### src/rtl/cpu_pkg.sv
// Shared pipeline definitions: forwarding select encodings, zero register
// number and the in-flight writer slot record used by the hazard logic.
package cpu_pkg;

    localparam logic [1:0] FWD_REGFILE = 2'b00;
    localparam logic [1:0] FWD_EXMEM   = 2'b10;
    localparam logic [1:0] FWD_MEMWB   = 2'b01;

    localparam logic [4:0] XZR = 5'd31;

    // One in-flight writer: valid, destination register, and whether it is a load
    typedef struct packed {
        logic       valid;
        logic [4:0] rd;
        logic       load;
    } slot_t;

endpackage

### src/rtl/id_hazard_unit_src_match.sv
// Compares one ID source operand against the EX and MEM writer slots.
// XZR and unused sources never match, so they never stall or forward.
module hazard_src_match
    import cpu_pkg::*;
(
    input  logic [4:0] src,
    input  logic       src_used,
    input  slot_t      ex_slot,
    input  slot_t      mem_slot,
    output logic       match_ex,
    output logic       match_mem,
    output logic       match_ex_load
);

    logic src_live_s;

    assign src_live_s    = src_used && (src != XZR);
    assign match_ex      = src_live_s && ex_slot.valid  && (ex_slot.rd  == src);
    assign match_mem     = src_live_s && mem_slot.valid && (mem_slot.rd == src);
    assign match_ex_load = match_ex && ex_slot.load;

endmodule

### src/rtl/id_hazard_unit.sv
// ID-stage hazard and forwarding scoreboard. Tracks writers in EX and MEM,
// raises a combinational stall on load-use (or any RAW hazard without
// forwarding), registers EX operand forwarding selects, and counts stall
// cycles with saturation.
module id_hazard_unit
    import cpu_pkg::*;
#(
    parameter int FWD_EN = 1,
    parameter int CNT_W  = 32
) (
    input  logic             clk,
    input  logic             rst,
    input  logic             id_valid,
    input  logic [4:0]       rf1,
    input  logic [4:0]       rf2,
    input  logic             rf1_used,
    input  logic             rf2_used,
    input  logic [4:0]       rd,
    input  logic             id_regwrite,
    input  logic             id_memread,
    input  logic             flush,
    output logic             stall,
    output logic [1:0]       fwd_a,
    output logic [1:0]       fwd_b,
    output logic [CNT_W-1:0] stall_count
);

    localparam logic [CNT_W-1:0] CNT_MAX = {CNT_W{1'b1}};
    localparam logic [CNT_W-1:0] CNT_ONE = {{(CNT_W-1){1'b0}}, 1'b1};

    // The register file is write-through, so a writer that has moved past MEM
    // can never be a hazard or a forwarding source; the WB position is
    // therefore not stored here.
    slot_t ex_q, ex_d;
    slot_t mem_q, mem_d;

    logic [1:0]       fwd_a_q, fwd_a_d;
    logic [1:0]       fwd_b_q, fwd_b_d;
    logic [CNT_W-1:0] stall_count_q, stall_count_d;

    logic a_match_ex, a_match_mem, a_match_ex_load;
    logic b_match_ex, b_match_mem, b_match_ex_load;
    logic hazard_s;
    logic stall_s;

    hazard_src_match u_match_a (
        .src           (rf1),
        .src_used      (rf1_used),
        .ex_slot       (ex_q),
        .mem_slot      (mem_q),
        .match_ex      (a_match_ex),
        .match_mem     (a_match_mem),
        .match_ex_load (a_match_ex_load)
    );

    hazard_src_match u_match_b (
        .src           (rf2),
        .src_used      (rf2_used),
        .ex_slot       (ex_q),
        .mem_slot      (mem_q),
        .match_ex      (b_match_ex),
        .match_mem     (b_match_mem),
        .match_ex_load (b_match_ex_load)
    );

    // Stall decision: load-use only with forwarding, any EX/MEM RAW without it; flush overrides
    always_comb begin
        hazard_s = 1'b0;
        if (FWD_EN != 0) begin
            hazard_s = a_match_ex_load || b_match_ex_load;
        end else begin
            hazard_s = a_match_ex || a_match_mem || b_match_ex || b_match_mem;
        end
        stall_s = id_valid && !flush && hazard_s;
    end

    // Next slot contents: ID entry (or bubble) into EX, EX into MEM
    always_comb begin
        ex_d.valid = id_valid && id_regwrite && (rd != XZR) && !stall_s && !flush;
        ex_d.rd    = rd;
        ex_d.load  = id_memread;
        mem_d      = ex_q;
    end

    // Forwarding selects for the instruction advancing into EX; youngest writer wins
    always_comb begin
        fwd_a_d = FWD_REGFILE;
        fwd_b_d = FWD_REGFILE;
        if (!id_valid || stall_s || flush || (FWD_EN == 0)) begin
            fwd_a_d = FWD_REGFILE;
            fwd_b_d = FWD_REGFILE;
        end else begin
            if (a_match_ex) begin
                fwd_a_d = FWD_EXMEM;
            end else if (a_match_mem) begin
                fwd_a_d = FWD_MEMWB;
            end else begin
                fwd_a_d = FWD_REGFILE;
            end
            if (b_match_ex) begin
                fwd_b_d = FWD_EXMEM;
            end else if (b_match_mem) begin
                fwd_b_d = FWD_MEMWB;
            end else begin
                fwd_b_d = FWD_REGFILE;
            end
        end
    end

    // Saturating count of stalled cycles
    always_comb begin
        stall_count_d = stall_count_q;
        if (stall_s && (stall_count_q != CNT_MAX)) begin
            stall_count_d = stall_count_q + CNT_ONE;
        end else begin
            stall_count_d = stall_count_q;
        end
    end

    // State registers with synchronous reset
    always_ff @(posedge clk) begin
        if (rst) begin
            ex_q          <= '{valid: 1'b0, rd: 5'd0, load: 1'b0};
            mem_q         <= '{valid: 1'b0, rd: 5'd0, load: 1'b0};
            fwd_a_q       <= FWD_REGFILE;
            fwd_b_q       <= FWD_REGFILE;
            stall_count_q <= {CNT_W{1'b0}};
        end else begin
            ex_q          <= ex_d;
            mem_q         <= mem_d;
            fwd_a_q       <= fwd_a_d;
            fwd_b_q       <= fwd_b_d;
            stall_count_q <= stall_count_d;
        end
    end

    assign stall       = stall_s;
    assign fwd_a       = fwd_a_q;
    assign fwd_b       = fwd_b_q;
    assign stall_count = stall_count_q;

endmodule

### config.mk
export PLATFORM = sky130hd
export DESIGN_NAME = id_hazard_unit
export DESIGN_NICKNAME = d
export VERILOG_FILES = /design/src/rtl/cpu_pkg.sv /design/src/rtl/id_hazard_unit_src_match.sv /design/src/rtl/id_hazard_unit.sv
export SDC_FILE = /design/constraint.sdc
export NUM_CORES = 1
export LEC_CHECK = 0
export CAP_MARGIN = 30
export CORE_MARGIN = 8
export CORE_UTILIZATION = 52
export DETAILED_ROUTE_END_ITERATION = 8
export PLACE_DENSITY = 0.84
export SKIP_LAST_GASP = 1
export SYNTH_ARGS = -nofsm -noshare
export SYNTH_HDL_FRONTEND = slang
export SYNTH_SLANG_ARGS = --single-unit
### constraint.sdc
create_clock -name clk -period 4.01 [get_ports clk]
set_clock_uncertainty 0.15 [all_clocks]
set_input_delay 0.401 -clock clk [delete_from_list [all_inputs] [get_ports clk]]
set_output_delay 0.401 -clock clk [all_outputs]
set_load 0.01 [all_outputs]
Yosys cells after proc, flatten, opt, wreduce, memory -nomap -nowiden
Index checks and enable logic that the tools add are counted.
{"block": "classes", "eq_ne": 8, "addsub": 1, "mux": 4, "reduce_logical": 28}
{"cell": "adder 32 x 1 -> 32 bit, second input constant", "n": 1}
{"cell": "inequality test 32 bit, second input constant", "n": 1}
{"cell": "equality test 5 bit", "n": 4}
{"cell": "logical AND 1 bit", "n": 19}
{"cell": "inequality test 5 bit, second input constant", "n": 3}
{"cell": "OR reduction 3 bit", "n": 2}
{"cell": "two-way mux 2 bit", "n": 2}
{"cell": "zero test 1 bit", "n": 3}
{"cell": "logical OR 1 bit", "n": 3}
{"cell": "two-way mux 1 bit", "n": 2}
{"cell": "OR reduction 2 bit", "n": 1}
{"block": "totals", "out_inout_bits": 37, "reg_bits": 49, "word_cells": 51}

Logic depth before layout (Yosys ltp)
{"block": "logic_depth", "ltp_word": 10, "ltp_mapped": 9, "depth_no_buf": 7}

Cells and area by module
A second synthesis with hierarchy kept.
{"block": "hier_totals", "hier_cells": 292, "area_unflattened_um2": 2572.5}
{"module": "id_hazard_unit", "seq_area_each_um2": 1001.0, "n_inst": 1, "area_each_um2": 2284.7, "cells_each": 250}
{"module": "hazard_src_match", "seq_area_each_um2": 0.0, "n_inst": 2, "area_each_um2": 143.9, "cells_each": 21}

Worst setup path before layout
Ideal clock, no wire load.
{"block": "synth_path", "path_kind": "register -> register", "startpoint": "reg stall_count_q[0] (netlist: stall_count[0])", "endpoint": "reg stall_count_q[1] (netlist: stall_count[1])", "path_stages_with_launch": 10, "setup_ns": 0.128, "t_required_ns": 3.732, "arrival_ns": 2.105, "path_buffers": 2, "path_slack_ns": 1.628, "path_cell_list": "dfxtp_1 ha_1 nand3_1 nor2_1 and4_1 a211o_1 buf_2 buf_2 mux2i_1 nor2_1"}
{"block": "synth_between", "elab_chain_len": 2, "elab_cells_between_ends": 3}
{"item": "start: declaration", "line_no": "id_hazard_unit.sv:39", "text": "logic [CNT_W-1:0] stall_count_q, stall_count_d;"}
{"item": "start signal: assignment", "line_no": "id_hazard_unit.sv:127", "text": "stall_count_q <= {CNT_W{1'b0}};"}
{"item": "start signal: assignment", "line_no": "id_hazard_unit.sv:133", "text": "stall_count_q <= stall_count_d;"}
{"item": "parallel branches: the longest is 2 deep, another holds adder 32 x 1 -> 32 bit"}
Several ways; the timed one is not identified.
A chain may end at the register's enable or synchronous reset.

Worst setup path in the final report
{"block": "layout_path", "startpoint": "in rf1[1]", "endpoint": "out stall"}
{"block": "layout_between", "elab_chain_len": 7, "elab_cells_between_ends": 8}
{"item": "start: declaration", "line_no": "id_hazard_unit.sv:14", "text": "input logic [4:0] rf1,"}
{"item": "inequality test 5 bit", "line_no": "id_hazard_unit_src_match.sv:17", "text": "assign src_live_s = src_used && (src != XZR);"}
{"item": "logical AND 1 bit", "line_no": "id_hazard_unit_src_match.sv:17"}
{"item": "logical AND 1 bit", "line_no": "id_hazard_unit_src_match.sv:18", "text": "assign match_ex = src_live_s && ex_slot.valid && (ex_slot.rd == src);"}
{"item": "logical AND 1 bit (*)", "line_no": "id_hazard_unit_src_match.sv:18"}
{"item": "logical AND 1 bit (*)", "line_no": "id_hazard_unit_src_match.sv:20", "text": "assign match_ex_load = match_ex && ex_slot.load;"}
{"item": "logical OR 1 bit (*)", "line_no": "id_hazard_unit.sv:70", "text": "hazard_s = a_match_ex_load || b_match_ex_load;"}
{"item": "logical AND 1 bit (*)", "line_no": "id_hazard_unit.sv:74", "text": "stall_s = id_valid && !flush && hazard_s;"}
{"item": "end: declaration", "line_no": "id_hazard_unit.sv:22", "text": "output logic stall,"}
Mark *: on every way between the ends. The rest lies on a longest branch, timed or not.

==> metrics.cfg <==
[run]
maxCapViolCount = 0

[die]
start_util_pct = 54.1
std_cell_rows = 24
io_pins = 60
core_mm2 = 0.00438
die_w_um = 83.5
dieArea_mm2 = 0.00697
die_h_um = 83.5

[worst_setup_path]
cp-end-kind = primary output
cp_max_fo = 5
reg2reg_from = ex_q[2]
r2r_setup_slack_ps = 1240
startpoint = rf1[1]
path_class = in2out
startpoint_type = primary input
arrival_ps = 2610
crit_required_ps = 3460

[outcome]
status = complete, no violations

[detailed_routing]
drt_pre_antenna_iters = 4
wl_per_cell_um = 14.7
routed_via_density = 5.76
routed-via-count = 2258
drc = 0
antenna_left = 0
wl_mm = 5.77
drtIter0Drc = 186

[synth]
syn_area_mm2 = 0.00237
yosys.cell_count.top_type = dfxtp_1
synth_cells = 282
yosys.area.top_type = dfxtp_1
ys_ff_latch = 49
ys.flop_type = dfxtp_1
synth-edff-count = 0
ys_async_sr_fraction_pct = 0
synth_cell_type_count = 33
ys_seq_area_share_pct = 41.4
yosysWarnings = 0
syn_nets = 306
synth.top_cells.by_area = dfxtp_1, a21oi_1, or3_1
yosysTopAreaCellShare_pct = 41.4
syn_avg_cell_area_um2 = 8.40
synth_top_cells_by_count = dfxtp_1, a21oi_1, o21ai_0

[clock_network]
post_cts.repair.setup_buffers = 0
cts.repair.resized = 0
clk_pin_slew_ps = 80
cts_made_buffers = 5
cts_tree = done
cts_sinks = 49
h-tree-depth = 2
cts_hold_buf = 0
clockBufferDepth = 2
clock_latency_ps = 300
clockRootBuffer = clkbuf_8

[timing]
finalSetupTns_ps = 0
rsz0062_at_grt = no
slew_viol_final = 0
fin_crit_ps = 3160
maxSlewHeadroom_pct = 51.7
finalCritPeriodShare_pct = 78.8
hold_viol_final = 0
worst_pin_slew_ps = 722
fmaxAchievable_ghz = 0.317
setup_viol = 0

[global_route]
met3_usage_pct = 4.49
grt_pass1_vias = 2108
globalRoute.totalOverflow = 0
grt_start_max_net_pins = 39
gr-usage-met1_pct = 19.9
antenna_found_initial = 0
top_usage_layer = met2
met2_usage_pct = 26.8
grt.total_usage_pct = 16.3
grt_pass1_wl_mm = 9.76

[cells_and_area]
final_net_count = 363
drive_above_1_share_pct = 4.41
antenna_cells = 0
design_area_mm2 = 0.00308
area_growth_pct = 29.9

[hold_path]
worstHoldStart = mem_q[6]
hp-class = reg2reg

[place]
dpl.hpwl_mm = 4.29
postPlaceCellArea_mm2 = 0.00300
gp_congestion = 0.877
portBuffers = 59

[power_and_ir_drop]
ir_drop_mv = 0.229
p_leak_uw = 0.000993
powerDensity_mw_per_mm2 = 271

where the power goes:
group / switching (µW) / leakage [µW] / total (µW) / internal [µW]
combinational: 25.5 / 0.000551 / 61.0 / 35.5
clock: 154 / 0.0000450 / 275 / 121
sequential: 6.12 / 0.000397 / 498 / 492
through the flow:
step                      util [%]  instances  hold WS (ps)  total power [µW]  worst slack (ps)
after global routing          70.2        392           342               873               758
final                         70.2        392           331               834               852
after floorplan                  -        282           297               536              1630
after detailed placement      68.4        384           322               570               733
after CTS                     70.2        392           334               843               862
after global placement        68.4        384           317               568               791
final timing paths:
path | depth (start not counted) | to
max | 7 | stall
min | 1 | fwd_b[0]
max reg2reg | 7 | stall_count[16]
min reg2reg | 1 | fwd_b[0]
sequential cells by signal (all words and copies together), names as in the netlist:
name	cells
fwd_a	2
ex_q	7
fwd_b	2
mem_q	6
stall_count	32
per-layer routing:
| metal | vias up | wire, µm |
|---|---|---|
| li1 | 1147 | - |
| met5 | - | 0 |
| met2 | 62 | 2740 |
| met1 | 1044 | 2630 |
| met4 | 0 | 47 |
| met3 | 5 | 360 |
kinds of logic (layout without fill, tap and decap cells):
logic type	after synthesis	count (layout)	share of synthesized area, %
multiplexers	4	4	1.85
buffers and inverters	19	77	3.43
adder cells (fa/ha/maj)	1	1	0.528
AND/OR/NAND/NOR	129	129	31.6
XOR/XNOR	21	21	7.76
flip-flops	49	49	41.4
AO/OA/AOI/OAI	59	59	13.5
worst max-delay path: stages:
cell,delay [ps]
clkdlybuf4s50_1,470
xor2_1,190
nor4_1,290
nand4b_1,260
a21o_1,270
inv_1,150
clkdlybuf4s50_1,580
cells in the final DEF (no fill, tap or decap), types with 2 or more instances in the layout:
cell	Yosys	layout
a21oi_1	26	26
and3_1	6	6
and4_1	6	6
buf_4	0	4
clkbuf_8	0	5
clkdlybuf4s50_1	0	59
clkinv_2	0	2
dfxtp_1	49	49
inv_1	6	6
mux2_2	3	3
nand2_1	12	12
nand2b_1	4	4
nand3_1	20	20
nand4_1	11	11
nand4b_1	2	2
nor2_1	13	13
nor2b_1	15	15
nor3_1	4	4
nor4_1	9	9
o21ai_0	24	24
o31ai_1	4	4
or3_1	20	20
or4_1	5	5
xnor2_1	8	8
xor2_1	13	13
area by class of cell:
class                   count  area, µm²
inverters                   6       22.5
clock inverters             2       10.0
multi-input cells         214       1310
fillers                   346       1310
flip-flops and latches     49        981
repair buffers             63        621
clock buffers               6       72.6
well taps                  52       65.1
(Power assumes the default switching activity.)
==> variant, RTL diff (config.mk and constraints unchanged) <==
The parameter `CNT_W` goes from 32 to 48.
--- a/src/rtl/id_hazard_unit.sv
+++ b/src/rtl/id_hazard_unit.sv
@@ -6,7 +6,7 @@
     import cpu_pkg::*;
 #(
     parameter int FWD_EN = 1,
-    parameter int CNT_W  = 32
+    parameter int CNT_W  = 48
 ) (
     input  logic             clk,
     input  logic             rst,
Ports: changed (resized stall_count); port bits go from 60 to 76. The function was not compared with the original's and may differ.
==> variant against the original RTL <==
  * Area after synthesis grew 43%
  * Worst setup slack lost 0.34 ns
  * Power grew 61%
  * Critical path type unchanged
  * First-iteration DRC count decreased by 9.7%
  * Critical path depth did not move
  * Final area is 43% higher
  * Sequential cell count is 16 higher
  * Register-to-register slack worse by 0.19 ns
  * Wire length increased by 64%
==> variant: results (changes against the original RTL) <==
run_status:
  status: "complete, no violations"
routing:
  first_pass_iters: 5  # +1
  drt_iter0_drc: 168  # -9.7%
  via_per_inst: 6.15  # +6.7%
  wl_per_cell_um: 16.9  # +15%
power_and_ir_drop:
  power.density_nw_per_um2: 306  # +13%
  max-vdd-ir-drop_mv: 0.361  # +58%
  leakagePower_nw: 1.38  # +39%
place:
  place.gp.congestion: 0.910  # +3.8%
  portBuffers: 75  # +27%
  dp_slack_ns: 0.538  # -0.194 ns
  dp.cells: 544  # +42%
  hpwl_um: 6760  # +57%
  place_area_um2: 4180  # +39%
final_layout:
  largest_reg_flops: 48  # +50%
  nNetsFinal: 502  # +38%
clock_tree:
  htree_num_levels: 3  # +1
  clock_latency_ns: 0.34  # +0.04 ns
  cts_buffers: 9  # +4
logic_synthesis:
  synth_common_cells: "dfxtp_1, a21oi_1, nand4_1"
  synth_fp_nets: 432  # +41%
  synth_xor_area_share_pct: 5.93  # -1.8 points
  yosysSeqAreaShare_pct: 38.3  # -3.1 points
  synth.avg_cell_area_um2: 8.32  # -0.96%
  synthAdderAreaFrac_pct: 0.368  # -0.16 points
  synth_mux_area_share_pct: 3.65  # +1.8 points
  synth-compound-area-share_pct: 13.2  # -0.27 points
timing:
  fin_hold_ws_ns: 0.340  # +0.00891 ns
  max_slew_margin_pct: 31.3  # -20 points
setup_path:
  reg2reg_slack_ns: 1.05  # -0.19 ns
  r2r-end: "stall_count[20]"
  cp_max_fo: 23  # +18
  cp_data_arrival_time_ns: 2.94  # +0.33 ns
global_routing:
  grtUsageTotal_pct: 20.0  # +3.7 points
  grt_max_degree: 59  # +51%
worst_hold_path:
  min_to: "fwd_a[1]"
  min_from: "ex_q[0]"
==> variant: layout make-up <==
class / count / area (µm²)
Fill cell: 505 / 1960
Inverter: 11 / 41.3
Multi-Input combinational cell: 312 / 1960
Clock buffer: 9 / 124
Timing Repair Buffer: 79 / 776
Sequential cell: 65 / 1300
Tap cell: 77 / 96.3
Clock inverter: 7 / 95.1
==> variant: routing by layer <==
layer	vias up	wire length, µm	global-route usage, %	part of all wire [%]
met1	1650	4040	24.8	43
met3	11	658	5.12	7.0
met5	-	0	0	0
li1	1655	-	-	-
met2	126	4620	31.8	49
met4	0	136	8.64	1.4
==> variant: report_power, final <==
part           switching (mW)  internal (mW)
Sequential            0.00650          0.651
Combinational          0.0318         0.0360
Clock                   0.270          0.350
Total                   0.309           1.04
==> variant: worst max-delay path by stage <==
stage,cells after the start,slack [ns],startpoint,to
after floorplan,7,1.57,stall_count[0],stall_count[24]
after global placement,7,0.66,rf2[1],stall
after detailed placement,7,0.54,rf2[1],stall
after CTS,7,0.53,rf2[1],stall
after global routing,7,0.33,rf2[1],stall
final,7,0.52,rf2[1],stall
==> variant: kinds of logic (layout without fill, tap and decap cells) <==
family	count (synthesis)	count (layout)
flip-flops	65	65
multiplexers	11	11
adder cells (fa/ha/maj)	1	1
XOR/XNOR	23	23
AND/OR/NAND/NOR	201	201
AO/OA/AOI/OAI	76	76
buffers and inverters	31	106
==> variant: worst max-delay path, stage by stage <==
cell and delay (ns):
clkdlybuf4s50_1 0.49, xor2_1 0.19, nor4_2 0.30, nand4b_1 0.33, a21o_1 0.51, inv_1 0.16
clkdlybuf4s50_1 0.55
